===== src/rtl/video_color_adjust.sv =====
// rtl/video_color_adjust.sv - YUV 4:4:4 contrast/brightness/saturation adjust, 3-stage pipeline, vsync-latched shadows
// Optional luma clip statistics: define COLOR_ADJUST_STATS_EN to build clip_count.
module video_color_adjust #(
  parameter int Y_SHIFT     = 2,
  parameter int SAT_SHIFT   = 7,
  parameter int BRIGHT_BIAS = 4000
) (
  input  logic               clk,
  input  logic               rst,
  input  logic signed [13:0] contrast_gain,
  input  logic signed [13:0] brightness_offset,
  input  logic signed [13:0] saturation_gain,
  input  logic               in_valid,
  input  logic [7:0]         in_y,
  input  logic [7:0]         in_u,
  input  logic [7:0]         in_v,
  input  logic               in_hsync,
  input  logic               in_vsync,
  input  logic               in_de,
  output logic               out_valid,
  output logic [7:0]         out_y,
  output logic [7:0]         out_u,
  output logic [7:0]         out_v,
  output logic               out_hsync,
  output logic               out_vsync,
  output logic               out_de,
  output logic               param_pending
`ifdef COLOR_ADJUST_STATS_EN
  ,
  output logic [15:0]        clip_count
`endif
);

  typedef enum logic {ST_IDLE, ST_PENDING} state_t;

  localparam logic [24:0] LP_BIAS = 25'(BRIGHT_BIAS);

  state_t             r_state;
  logic               r_vsync_d;
  logic signed [13:0] r_sh_con, r_sh_bri, r_sh_sat;

  logic               r1_valid, r1_hs, r1_vs, r1_de;
  logic [7:0]         r1_y;
  logic signed [8:0]  r1_u, r1_v;

  logic               r2_valid, r2_hs, r2_vs, r2_de;
  logic signed [22:0] r2_yp, r2_up, r2_vp;

  logic               w_vs_rise;
  logic signed [22:0] w_y_ext, w_u_ext, w_v_ext, w_con_ext, w_sat_ext;
  logic signed [24:0] w_ysum, w_ysh, w_usum, w_vsum;
  logic signed [22:0] w_ush, w_vsh;

  assign w_vs_rise = in_vsync & ~r_vsync_d;

  // Everything is widened to 23 bits up front so the products are exact.
  assign w_y_ext   = {15'd0, r1_y};
  assign w_u_ext   = {{14{r1_u[8]}}, r1_u};
  assign w_v_ext   = {{14{r1_v[8]}}, r1_v};
  assign w_con_ext = {{9{r_sh_con[13]}}, r_sh_con};
  assign w_sat_ext = {{9{r_sh_sat[13]}}, r_sh_sat};

  assign w_ysum = {{2{r2_yp[22]}}, r2_yp} + {{11{r_sh_bri[13]}}, r_sh_bri} - LP_BIAS;
  assign w_ysh  = w_ysum >>> Y_SHIFT;
  assign w_ush  = r2_up >>> SAT_SHIFT;
  assign w_vsh  = r2_vp >>> SAT_SHIFT;
  assign w_usum = {{2{w_ush[22]}}, w_ush} + 25'd128;
  assign w_vsum = {{2{w_vsh[22]}}, w_vsh} + 25'd128;

  function automatic logic [7:0] clamp8(input logic [24:0] x);
    if (x[24])                 return 8'd0;
    else if (x[23:8] != 16'd0) return 8'd255;
    else                       return x[7:0];
  endfunction

  // Shadow settings: only the datapath's view changes, and only on a vsync edge.
  always_ff @(posedge clk or posedge rst) begin
    if (rst) begin
      r_state       <= ST_IDLE;
      r_vsync_d     <= 1'b0;
      r_sh_con      <= 14'sd4;
      r_sh_bri      <= 14'(BRIGHT_BIAS);
      r_sh_sat      <= 14'sd128;
      param_pending <= 1'b0;
    end else begin
      r_vsync_d <= in_vsync;
      case (r_state)
        ST_IDLE: begin
          if (contrast_gain != r_sh_con || brightness_offset != r_sh_bri ||
              saturation_gain != r_sh_sat) begin
            r_state       <= ST_PENDING;
            param_pending <= 1'b1;
          end
        end
        ST_PENDING: begin
          if (w_vs_rise) begin
            r_sh_con      <= contrast_gain;
            r_sh_bri      <= brightness_offset;
            r_sh_sat      <= saturation_gain;
            r_state       <= ST_IDLE;
            param_pending <= 1'b0;
          end
        end
        default: begin
          r_state       <= ST_IDLE;
          param_pending <= 1'b0;
        end
      endcase
    end
  end

  always_ff @(posedge clk or posedge rst) begin
    if (rst) begin
      r1_valid <= 1'b0; r1_hs <= 1'b0; r1_vs <= 1'b0; r1_de <= 1'b0;
      r1_y <= 8'd0; r1_u <= 9'sd0; r1_v <= 9'sd0;
      r2_valid <= 1'b0; r2_hs <= 1'b0; r2_vs <= 1'b0; r2_de <= 1'b0;
      r2_yp <= 23'sd0; r2_up <= 23'sd0; r2_vp <= 23'sd0;
      out_valid <= 1'b0; out_hsync <= 1'b0; out_vsync <= 1'b0; out_de <= 1'b0;
      out_y <= 8'd0; out_u <= 8'd0; out_v <= 8'd0;
    end else begin
      r1_valid <= in_valid; r1_hs <= in_hsync; r1_vs <= in_vsync; r1_de <= in_de;
      r1_y <= in_y;
      r1_u <= $signed({1'b0, in_u}) - 9'sd128;
      r1_v <= $signed({1'b0, in_v}) - 9'sd128;

      r2_valid <= r1_valid; r2_hs <= r1_hs; r2_vs <= r1_vs; r2_de <= r1_de;
      r2_yp <= w_y_ext * w_con_ext;
      r2_up <= w_u_ext * w_sat_ext;
      r2_vp <= w_v_ext * w_sat_ext;

      out_valid <= r2_valid; out_hsync <= r2_hs; out_vsync <= r2_vs; out_de <= r2_de;
      out_y <= clamp8(w_ysum >>> Y_SHIFT);
      out_u <= clamp8(w_usum);
      out_v <= clamp8(w_vsum);
    end
  end

`ifdef COLOR_ADJUST_STATS_EN
  logic        w_clip;
  logic [15:0] r_clip_cnt;

  assign w_clip = r2_valid & (w_ysh[24] | (w_ysh[23:8] != 16'd0));

  // The pixel finishing S3 on the vsync edge opens the new frame's count.
  always_ff @(posedge clk or posedge rst) begin
    if (rst) begin
      r_clip_cnt <= 16'd0;
      clip_count <= 16'd0;
    end else if (w_vs_rise) begin
      clip_count <= r_clip_cnt;
      r_clip_cnt <= {15'd0, w_clip};
    end else if (w_clip && r_clip_cnt != 16'hFFFF) begin
      r_clip_cnt <= r_clip_cnt + 16'd1;
    end
  end
`else
  // Statistics are not built: no counter and no clip_count port.
`endif

endmodule


===== config.mk =====
export PLATFORM = sky130hd
export DESIGN_NAME = video_color_adjust
export DESIGN_NICKNAME = d
export VERILOG_FILES = /design/src/rtl/video_color_adjust.sv
export SDC_FILE = /design/constraint.sdc
export NUM_CORES = 1
export LEC_CHECK = 0
export ABC_AREA = 1
export ABC_CLOCK_PERIOD_IN_PS = 18200
export CAP_MARGIN = 0
export CORE_MARGIN = 2
export CORE_UTILIZATION = 46
export CTS_CLUSTER_SIZE = 10
export DETAILED_ROUTE_END_ITERATION = 10
export GPL_ROUTABILITY_DRIVEN = 1
export PLACE_DENSITY = 0.74
export RECOVER_POWER = 50
export SETUP_SLACK_MARGIN = 0.15
export SLEW_MARGIN = 30
export SYNTH_ARGS = -nofsm -noshare
export SYNTH_HDL_FRONTEND = slang
export SYNTH_SLANG_ARGS = --single-unit

===== constraint.sdc =====
create_clock -name clk -period 18.2 [get_ports clk]
set_clock_uncertainty 0.1 [all_clocks]
set_input_delay 5.46 -clock clk [delete_from_list [all_inputs] [get_ports clk]]
set_output_delay 5.46 -clock clk [all_outputs]
set_load 0.005 [all_outputs]

Word level (Yosys, flattened, before mapping)
Cells that the tools add are included.
- output and inout bits: 29
- register bits: 175
- bits of input ports: 72
- word-level logic and storage cells: 62
- bitwise operators: 3
- reduce and logical (&&, ||, !) cells: 7
- equality and inequality tests: 5
- $mul: 3
- add/sub/neg operators: 6
- multiplexer cells: 12
- operator list (operator ; number):
    $mul A9 B14 Y23 ; 3
    $mux W8 ; 6
    $reduce_bool A16 Y1 ; 3
    $ne A14 B14 Y1 ; 3
    $add A16 B9 Y17 const B ; 2
    $sub A24 B13 Y25 const B ; 1
    $add A23 B14 Y24 ; 1
    $sub A8 B8 Y9 const B ; 2
    $mux W1 ; 4
    $pmux W1 S2 ; 2
    $reduce_and A2 Y1 ; 2
    $logic_or A1 B1 Y1 ; 2
    $ne A2 B1 Y1 const B ; 1
    $ne A2 B2 Y1 const B ; 1
    $not A1 Y1 ; 2
    $and A1 B1 Y1 ; 1

Logic depth before layout (Yosys ltp)
Gate-level depths: netlist of run 1.
- depth in word-level cells: 5
- gate-level depth with buffers: 27
- depth with buffers taken out: 25

Worst setup path before layout of run 1
No wires, ideal clock.
- kind: input -> register
- start: in brightness_offset[11]
- end: reg param_pending
- data required time: 17969 ps
- stages: 7
- slack: 11707 ps
- path buffers: 0
- arrival time: 6262 ps
- setup time: 131 ps
- cell sequence: xor2_1 > nor4_1 > nand3_1 > nor2_1 > nand3_1 > a21oi_1 > nor2_1
- word-level cells in the longest chain between the ends: 5
- RTL lines (item ; line ; RTL):
    from (decl) ; 11 ; input logic signed [13:0] brightness_offset,
    $ne A14 B14 Y1 ; 89 ; if (contrast_gain != r_sh_con || brightness_offset != r_sh_bri ||
    $logic_or A1 B1 Y1 (2 in a row) ; 89 ;
    $ne A2 B2 Y1 (no line) ; n/a ;
    $reduce_and A2 Y1 (no line) ; n/a ;
    to (signal assigned) ; 84 ; param_pending <= 1'b0;
    to (signal assigned) ; 92 ; param_pending <= 1'b1;
    to (signal assigned) ; 101 ; param_pending <= 1'b0;
    to (decl) ; 27 ; output logic param_pending
No other way between the ends.
A chain may end at the register's enable or synchronous reset.

Worst setup path in the final report of run 1
- start: in in_vsync
- end: reg r_sh_sat[1]
- word-level cells in the longest chain between the ends: 2
- RTL lines (item ; line ; RTL):
    from (decl) ; 18 ; input logic in_vsync,
    $and A1 B1 Y1 ; 54 ; assign w_vs_rise = in_vsync & ~r_vsync_d;
    $reduce_and A2 Y1 (no line) ; n/a ;
    to (signal assigned) ; 99 ; r_sh_sat <= saturation_gain;
    to (decl) ; 40 ; logic signed [13:0] r_sh_con, r_sh_bri, r_sh_sat;
No other way between the ends.

==> impl_metrics.ini, run 1 <==
[final_layout]
area_growth_syn_to_layout_pct = 9.917
final_nets = 3216
diodes = 0
final_layout_size_suffix_gt1_share_pct = 3.807
finalInstanceArea_mm2 = 0.02301
finalNonFillerCells = 3279
fin_util_pct = 50.91

[clocking]
cts_sinks = 159
cts_inserted_buffers = 17
cts_hold_buf = 0
root_buffer = clkbuf_16
clockBufferDepth = 2
cts_tree = done
clkTransAtPathRegs_ps = 70
cts_setup_buffers = 0
cts-resized-gates = 0
insertion_delay_ps = 480
h-tree-depth = 4

[critical_path]
crit_top_cell = inv_1
r2r_start = r_sh_sat[7]
arrival_ps = 8690
crit_path_start = in_vsync
cp_max_fo = 54
cpLargestDelayFamily = buffers and inverters
worstSetupPathType = in2reg
crit_path_cell_trace = dlygate4sd3_1 > inv_1 > nor3_4 > clkbuf_1 > inv_1 > buf_4 > nand2_1 > o21ai_0
crit_buf_inv = 5
cp.required_ps = 18450
crit_slowest_cell = clkbuf_1
start_kind = input port
end_kind = flip-flop
r2r_slack_ps = 12660
max_stage_delay_ps = 1810
worst-r2r-cell-count = 18
r2r_end = r2_vp[22]

[route]
wl_per_cell_um = 14.29
drcViolationCount = 0
wl_mm = 46.84
wl_met1_mm = 20.42
vias = 16012
met2_length_mm = 22.63
routed-wl-met3_mm = 2.852
highest_layer = met5
drt-vias-per-instance = 4.883
drt-pass1-iter-count = 8
ant_nets = 0
drt_iter0_drc = 827

[sta]
hold_viol = 0
final.min_clock_period_ps = 8438
worst_pin_slew_ps = 2537
slew_headroom_pct = -69.14
max_freq_mhz = 118.5
rsz0062_at_grt = false
timing.final.max_slew_violations = 106
setup_viol = 0
fin_crit_sh_pct = 46.36
finalSetupTns_ps = 0

[logic_synthesis]
ys_seq_elements = 159
synth_warnings = 0
yosysSeqAreaShare_pct = 19.06
netlist_top_cells_count = nand2_1 (685), inv_1 (672), fa_1 (301), ha_1 (176), dfrtp_1 (151)
syn_area_mm2 = 0.02093
yosysMostFrequentCell = nand2_1
yosysTopAreaCell = fa_1
synth.distinct_cells = 47
synth_edf_count = 0
async_flop_share_pct = 100.0
synth-main-ff-cell = dfrtp_1
synth_top_area_share_pct = 28.79
postSynthNetCount = 3163
synthTopCellsByArea = fa_1 (29%), dfrtp_1 (18%), nand2_1 (12%)
syn_area_per_cell_um2 = 8.007
syn_inst = 2614

[die]
die_area_mm2 = 0.04722
placementRows = 78
core-area_mm2 = 0.04519
start_util_pct = 46.32
num_io_pins = 101
die_x_um = 217.3
fp.dieH_um = 217.3

[placed_design]
gp_congestion = 0.8922
place_area_mm2 = 0.02249
dpl.cell_count = 3248
port_buffers = 100
dp_hpwl_mm = 38.70

[hold_path]
min_from = r2_hs
worstHoldPathType = reg2reg
holdPathEnd = out_hsync
worstHoldPathCells = 0

[global_routing]
overflow = 0
grt_pass1_wl_mm = 80.19
antenna_found_initial = 1
grt_max_degree = 61
grt_pass1_vias = 16857
track_usage_pct = 21.30

[status]
outcome = finished with violations
violations = max-capacitance violations, max-slew violations

[run]
cap_violations = 2
==> flip-flops by register name, summed over array words and instances, names as in the netlist, 8 cells and up <==
| register | count |
|---|---|
| out_y | 8 |
| out_v | 8 |
| r2_yp | 23 |
| r_sh_bri | 14 |
| r_sh_sat | 14 |
| r1_y | 8 |
| r2_up | 16 |
| r_sh_con | 14 |
| r1_u | 8 |
| r1_v | 8 |
| out_u | 8 |
| r2_vp | 16 |
==> routing by layer <==
metal  GRT usage [%]  up-vias
li1                -     7717
met1           27.37     7810
met2           35.48      408
met3           4.626       75
met4           7.603        2
met5               0        -
==> placed cells by master, fill, tap and decap left out, types with 2 or more instances in the layout <==
master and count:
xnor2_1 52, nor4_1 5, nand2_1 685, a31oi_1 4
clkinv_2 2, clkbuf_8 2, nand3_2 4, a21oi_1 72
dfrtp_1 151, buf_4 11, nor3_2 2, dlygate4sd3_1 29
nand4_1 17, nor2_1 109, dfstp_2 7, inv_1 671
clkinvlp_4 5, clkbuf_1 4, o21ai_0 49, o31ai_1 4
ha_1 176, fa_1 301, clkdlybuf4s50_1 71, inv_2 8
nor3_1 13, o21bai_1 5, a21oi_2 2, nor2_4 3
nand3_1 64, a21o_1 7, o21ai_4 2, o21a_1 5
nor2_2 9, xor2_1 71, and2_1 3, clkbuf_16 17
or2_2 5, nand2_2 16
==> logic make-up after synthesis <==
group                      count (synthesis)  share of synthesized area, %
AOI/OAI and AO/OA                        154                         4.203
xor gates and xnor gates                 123                         5.147
adders and majority gates                477                         39.31
buffers and inverters                    758                         13.62
DFF                                      159                         19.06
and+or+nand+nor                          943                         18.66
==> final cells by class <==
| type | count | area (um^2) |
|---|---|---|
| Clock inverter | 9 | 86.33 |
| Tap cell | 600 | 750.7 |
| Fill cell | 4163 | 22180 |
| Sequential cell | 159 | 3989 |
| Inverter | 680 | 2554 |
| Timing Repair Buffer | 112 | 1087 |
| Clock buffer | 22 | 464.2 |
| Multi-Input combinational cell | 1697 | 14070 |
==> stage by stage <==
step,hold WS [ps],setup slack [ps]
after CTS,255.8,11170
after global placement,231.4,10680
after global routing,258.6,9520
after detailed placement,240.4,10660
final,252.7,9762
after floorplan,231.2,8362
==> worst reg2reg max path: cells and delay by family, from the launching register on <==
kind / cells / cell delay, ps
compound gates: 4 / 730
fa+ha+maj: 6 / 2830
flops: 1 / 1000
buf+inv: 3 / 170
simple gates: 4 / 440
xor+xnor: 1 / 160
==> how the worst max path moves through the flow <==
stage / cells after the start / endpoint
detailed placement: 9 / param_pending
floorplan: 1 / out_de
finish: 8 / r_sh_sat[1]
global route: 8 / r_sh_con[0]
CTS: 9 / param_pending
global placement: 9 / param_pending
Power of run 1 is left out: the tool's default activity adds up to more than one toggle a clock period on the data nets, which glitch-free logic cannot reach.
==> run 2: changes to the inputs <==
--- a/config.mk
+++ b/config.mk
@@ -6,14 +6,14 @@
 export NUM_CORES = 1
 export LEC_CHECK = 0
 export ABC_AREA = 1
-export ABC_CLOCK_PERIOD_IN_PS = 18200
+export ABC_CLOCK_PERIOD_IN_PS = 6830
 export CAP_MARGIN = 0
 export CORE_MARGIN = 2
 export CORE_UTILIZATION = 46
 export CTS_CLUSTER_SIZE = 10
 export DETAILED_ROUTE_END_ITERATION = 10
 export GPL_ROUTABILITY_DRIVEN = 1
-export PLACE_DENSITY = 0.74
+export PLACE_DENSITY = 0.76
 export RECOVER_POWER = 50
 export SETUP_SLACK_MARGIN = 0.15
 export SLEW_MARGIN = 30
==> constraint.sdc (replaced) <==
create_clock -name clk -period 6.83 [get_ports clk]
set_clock_uncertainty 0.1 [all_clocks]
set_input_delay 2.049 -clock clk [delete_from_list [all_inputs] [get_ports clk]]
set_output_delay 2.049 -clock clk [all_outputs]
set_load 0.005 [all_outputs]
==> run 2 against run 1 <==
  * The flow still finishes with violations (max-capacitance violations, max-slew violations)
  * First-iteration DRC count up 9.4%
  * Non-clock buffer count decreased by 6
  * Sequential share of layout area about the same
  * Utilization up 0.066 points
  * Die area stayed put
  * Count of clock-buffer cells in the layout decreased by 3
  * Register-to-register slack lost 11000 ps
==> impl_metrics.ini, run 2 (synthesis results as in run 1) <==
[placed_design]
port_buffers = 100
place_area_mm2 = 0.02245
dp_hpwl_mm = 38.27
gp_congestion = 0.9058

[critical_path]
worstSetupPathType = in2async
cp_max_fo = 105
end_kind = asynchronous set/reset pin
start_kind = input port
arrival_ps = 5600
cp.required_ps = 7080

[final_layout]
largest_reg_flops = 23
finalInstanceArea_mm2 = 0.02304
area_growth_syn_to_layout_pct = 10.06
fin_util_pct = 50.98
reg_top3 = r2_yp (23), r2_up (16), r2_vp (16)
diodes = 0
layout_common_cells = nand2_1 (685), inv_1 (671), fa_1 (301)
final_common_cell = nand2_1
final_layout_size_suffix_gt1_share_pct = 3.668
regMostFlops = r2_yp
final_nets = 3210

[die]
core-area_mm2 = 0.04519
placementRows = 78
start_util_pct = 46.32
die_x_um = 217.3
die_area_mm2 = 0.04722
fp.dieH_um = 217.3
num_io_pins = 101

[sta]
worst_pin_slew_ps = 2658
slew_headroom_pct = -78.19
fin_crit_sh_pct = 78.35
hold_viol = 0
setup_viol = 0
whs_ps = 248.8
rsz0062_at_grt = false
timing.final.max_slew_violations = 144
max_freq_mhz = 186.9
final.min_clock_period_ps = 5351
finalSetupTns_ps = 0

[clocking]
cts_hold_buf = 0
insertion_delay_ps = 500
h-tree-depth = 4
cts-resized-gates = 0
cts_inserted_buffers = 17
cts_sinks = 159
cts_setup_buffers = 0
clockBufferDepth = 2
clkTransAtPathRegs_ps = 60
cts_tree = done
root_buffer = clkbuf_16

[global_routing]
antenna_found_initial = 0
grt_max_degree = 106
grt_pass1_vias = 16851
track_usage_pct = 21.12
overflow = 0
grt_pass1_wl_mm = 79.83

[run]
cap_violations = 3

[route]
drt-vias-per-instance = 4.857
drcViolationCount = 0
vias = 15891
wl_per_cell_um = 14.21
wl_mm = 46.49
drt-pass1-iter-count = 7
drt_iter0_drc = 905
ant_nets = 0

[status]
violations = max-capacitance violations, max-slew violations
outcome = finished with violations

[hold_path]
worstHoldPathType = reg2reg
-- run 2: path summary, 6_finish.rpt --
| kind | startpoint | to | slack (ps) | depth (start not counted) |
|---|---|---|---|---|
| min in group asynchronous | rst | r1_vs | 2650 | 2 |
| max in group clk | r_sh_sat[5] | r2_vp[22] | 1520 | 16 |
| worst min-delay path | r1_de | r2_de | 250 | 0 |
| worst max register to register | r_sh_sat[5] | r2_vp[22] | 1520 | 16 |
| worst max-delay path | rst | r2_vp[17] | 1480 | 3 |
| worst min register to register | r1_de | r2_de | 250 | 0 |
-- run 2: area by class of cell --
class	count	area [um^2]
Tap cell	600	750.7
Clock buffer	19	432.9
Multi-Input combinational cell	1697	14080
Sequential cell	159	3989
Fill cell	4156	22150
Timing Repair Buffer	106	1039
Clock inverter	11	191.4
Inverter	680	2554
-- run 2: worst max-delay path: stages --
cell and delay [ps]:
dlygate4sd3_1 550, clkinvlp_2 1490, clkbuf_4 1380
-- run 2: layer usage --
metal	up-vias	routed length (um)	track usage [%]
met5	-	0	0
met4	0	904	6.941
met3	62	2196	3.592
met2	397	22580	36.41
met1	7718	20800	27.00
li1	7714	-	-
-- run 2: metrics by stage --
step                std cells  setup WS [ps]
finish                   3272           1479
floorplan                2614          402.7
detailed placement       3242           1602
global route             3272          786.5
global placement         3242           1697
CTS                      3272           1556
Power of run 2 is left out for the same reason.
==> run 3: changes to the inputs <==
--- a/config.mk
+++ b/config.mk
@@ -6,7 +6,7 @@
 export NUM_CORES = 1
 export LEC_CHECK = 0
 export ABC_AREA = 1
-export ABC_CLOCK_PERIOD_IN_PS = 6830
+export ABC_CLOCK_PERIOD_IN_PS = 4650
 export CAP_MARGIN = 0
 export CORE_MARGIN = 2
 export CORE_UTILIZATION = 46
==> constraint.sdc (replaced) <==
create_clock -name clk -period 4.65 [get_ports clk]
set_clock_uncertainty 0.1 [all_clocks]
set_input_delay 1.395 -clock clk [delete_from_list [all_inputs] [get_ports clk]]
set_output_delay 1.395 -clock clk [all_outputs]
set_load 0.005 [all_outputs]
==> run 3 against run 2 <==
  * The flow finishes with violations (max-capacitance violations, max-slew violations, negative setup slack)
  * Sequential share of layout area fell by 1.6 points
  * Sequential cell count did not move
  * Utilization rose by 5.7 points
  * Cell area rose by 11%
  * Register-to-register slack got worse by 1500 ps
  * Die area did not move
  * First-iteration DRC count rose by 19%
  * Critical path depth rose by 15
==> impl_metrics.ini, run 3 (synthesis results as in run 1) <==
[status]
outcome = finished with violations
violations = max-capacitance violations, max-slew violations, negative setup slack

[die]
die_x_um = 217.3
die_area_mm2 = 0.04722
placementRows = 78
core-area_mm2 = 0.04519
num_io_pins = 101
fp.dieH_um = 217.3
start_util_pct = 46.32

[critical_path]
arrival_ps = 4930
worstSetupPathType = reg2reg
worst-r2r-cell-count = 18
r2r_slack_ps = -0.4
start_kind = flip-flop
r2r_start = r_sh_sat[7]
end_kind = flip-flop
cp.required_ps = 4930
cp_max_fo = 6
r2r_end = r2_vp[18]

[clocking]
root_buffer = clkbuf_16
clockBufferDepth = 2
cts_inserted_buffers = 17
cts_hold_buf = 0
cts_tree = done
h-tree-depth = 4
clkTransAtPathRegs_ps = 70
cts_sinks = 159
insertion_delay_ps = 510

[run]
cap_violations = 3

[sta]
slew_headroom_pct = -34.23
max_freq_mhz = 215.0
finalSetupTns_ps = -0.4050
timing.final.max_slew_violations = 144
rsz0062_at_grt = true
setup_viol = 1
finalWorstSetupSlack_ps = -0.4050
hold_viol = 0
worst_pin_slew_ps = 2013
fin_crit_sh_pct = 100.0
final.min_clock_period_ps = 4650

[route]
wl_mm = 53.74
vias = 17122
drcViolationCount = 0
wl_per_cell_um = 15.53
drt_iter0_drc = 1080
drt-vias-per-instance = 4.949
ant_nets = 0
drt-pass1-iter-count = 6

[final_layout]
reg_top3 = r2_yp (23), r2_up (16), r2_vp (16)
fin_util_pct = 56.71
layout_common_cells = nand2_1 (650), inv_1 (649), fa_1 (281)
final_common_cell = nand2_1
regMostFlops = r2_yp
final_layout_size_suffix_gt1_share_pct = 17.90
largest_reg_flops = 23
final_nets = 3396
finalInstanceArea_mm2 = 0.02563
diodes = 0
area_growth_syn_to_layout_pct = 22.44

[placed_design]
dp_hpwl_mm = 41.77
port_buffers = 100
place_area_mm2 = 0.02358
place_ws_ps = -114.1
gp_congestion = 0.9340

[global_routing]
met2_usage_pct = 40.21
grt_pass1_wl_mm = 87.17
antenna_found_initial = 3
grt-busiest-layer = met2
grt_util_met1_pct = 28.09
grt_max_degree = 80
overflow = 0
grt.met3_usage_pct = 5.311
track_usage_pct = 23.24
grt_pass1_vias = 18259

[hold_path]
worstHoldPathType = reg2reg
min_from = r1_hs
holdPathEnd = r2_hs
worstHoldPathCells = 0
run 3: cell count changes in the layout (fill, tap and decap cells not counted), sizes merged:
cell / before / now
buf: 3 / 187
bufinv: 5 / 1
clkbuf: 22 / 24
clkinv: 3 / 5
inv: 679 / 683
run 3: per-layer routing:
metal / vias to the layer above / part of all wire (%)
met5: - / 0.054
met4: 4 / 3.4
met3: 137 / 6.1
met2: 553 / 50
met1: 8345 / 40
li1: 8083 / -
run 3: how the worst max path moves through the flow:
| stage | start | to |
|---|---|---|
| floorplan | r_sh_sat[7] | r2_vp[22] |
| global placement | r_sh_sat[7] | r2_up[21] |
| detailed placement | r_sh_sat[13] | r2_up[22] |
| CTS | r_sh_sat[7] | r2_vp[18] |
| global route | r_sh_sat[7] | r2_vp[18] |
| finish | r_sh_sat[7] | r2_vp[18] |
run 3: cell type report:
class | instances | area, um^2
clock buffer | 19 | 442.9
timing repair buffer | 292 | 2587
inverter | 680 | 2560
tap | 600 | 750.7
clock inverter | 13 | 127.6
fill | 3725 | 19560
sequential | 159 | 4025
multi-input combinational | 1697 | 15130
run 3: what timing repair did:
| action | CTS | global route |
|---|---|---|
| buffers inserted | 9 | 53 |
| gates resized for setup | 100 | 160 |
| pin swaps | 57 | 80 |
| endpoints found under the setup margin | 25 | 35 |
| gates cloned | 0 | 0 |
run 3: per-stage QoR:
step           hold WS, ps  instances
3_3_place_gp         233.7       3365
4_1_cts              252.4       3406
5_1_grt              255.6       3460
6_report             250.5       3460
3_5_place_dp         237.1       3365
2_1_floorplan        231.2       2614
run 3: critical path: stages, from the launching register on:
cell and delay (ps):
dfstp_2 590, buf_12 120, buf_6 110, nand2_1 60, fa_1 490, inv_1 60, fa_1 490, fa_1 580
fa_1 460, ha_4 310, ha_4 230, a21oi_4 160, o21ai_2 80, nand3_1 90, nand2_1 60, a21oi_2 160
o21ai_2 90, buf_4 130, xor2_1 150
Power of run 3 is left out for the same reason.
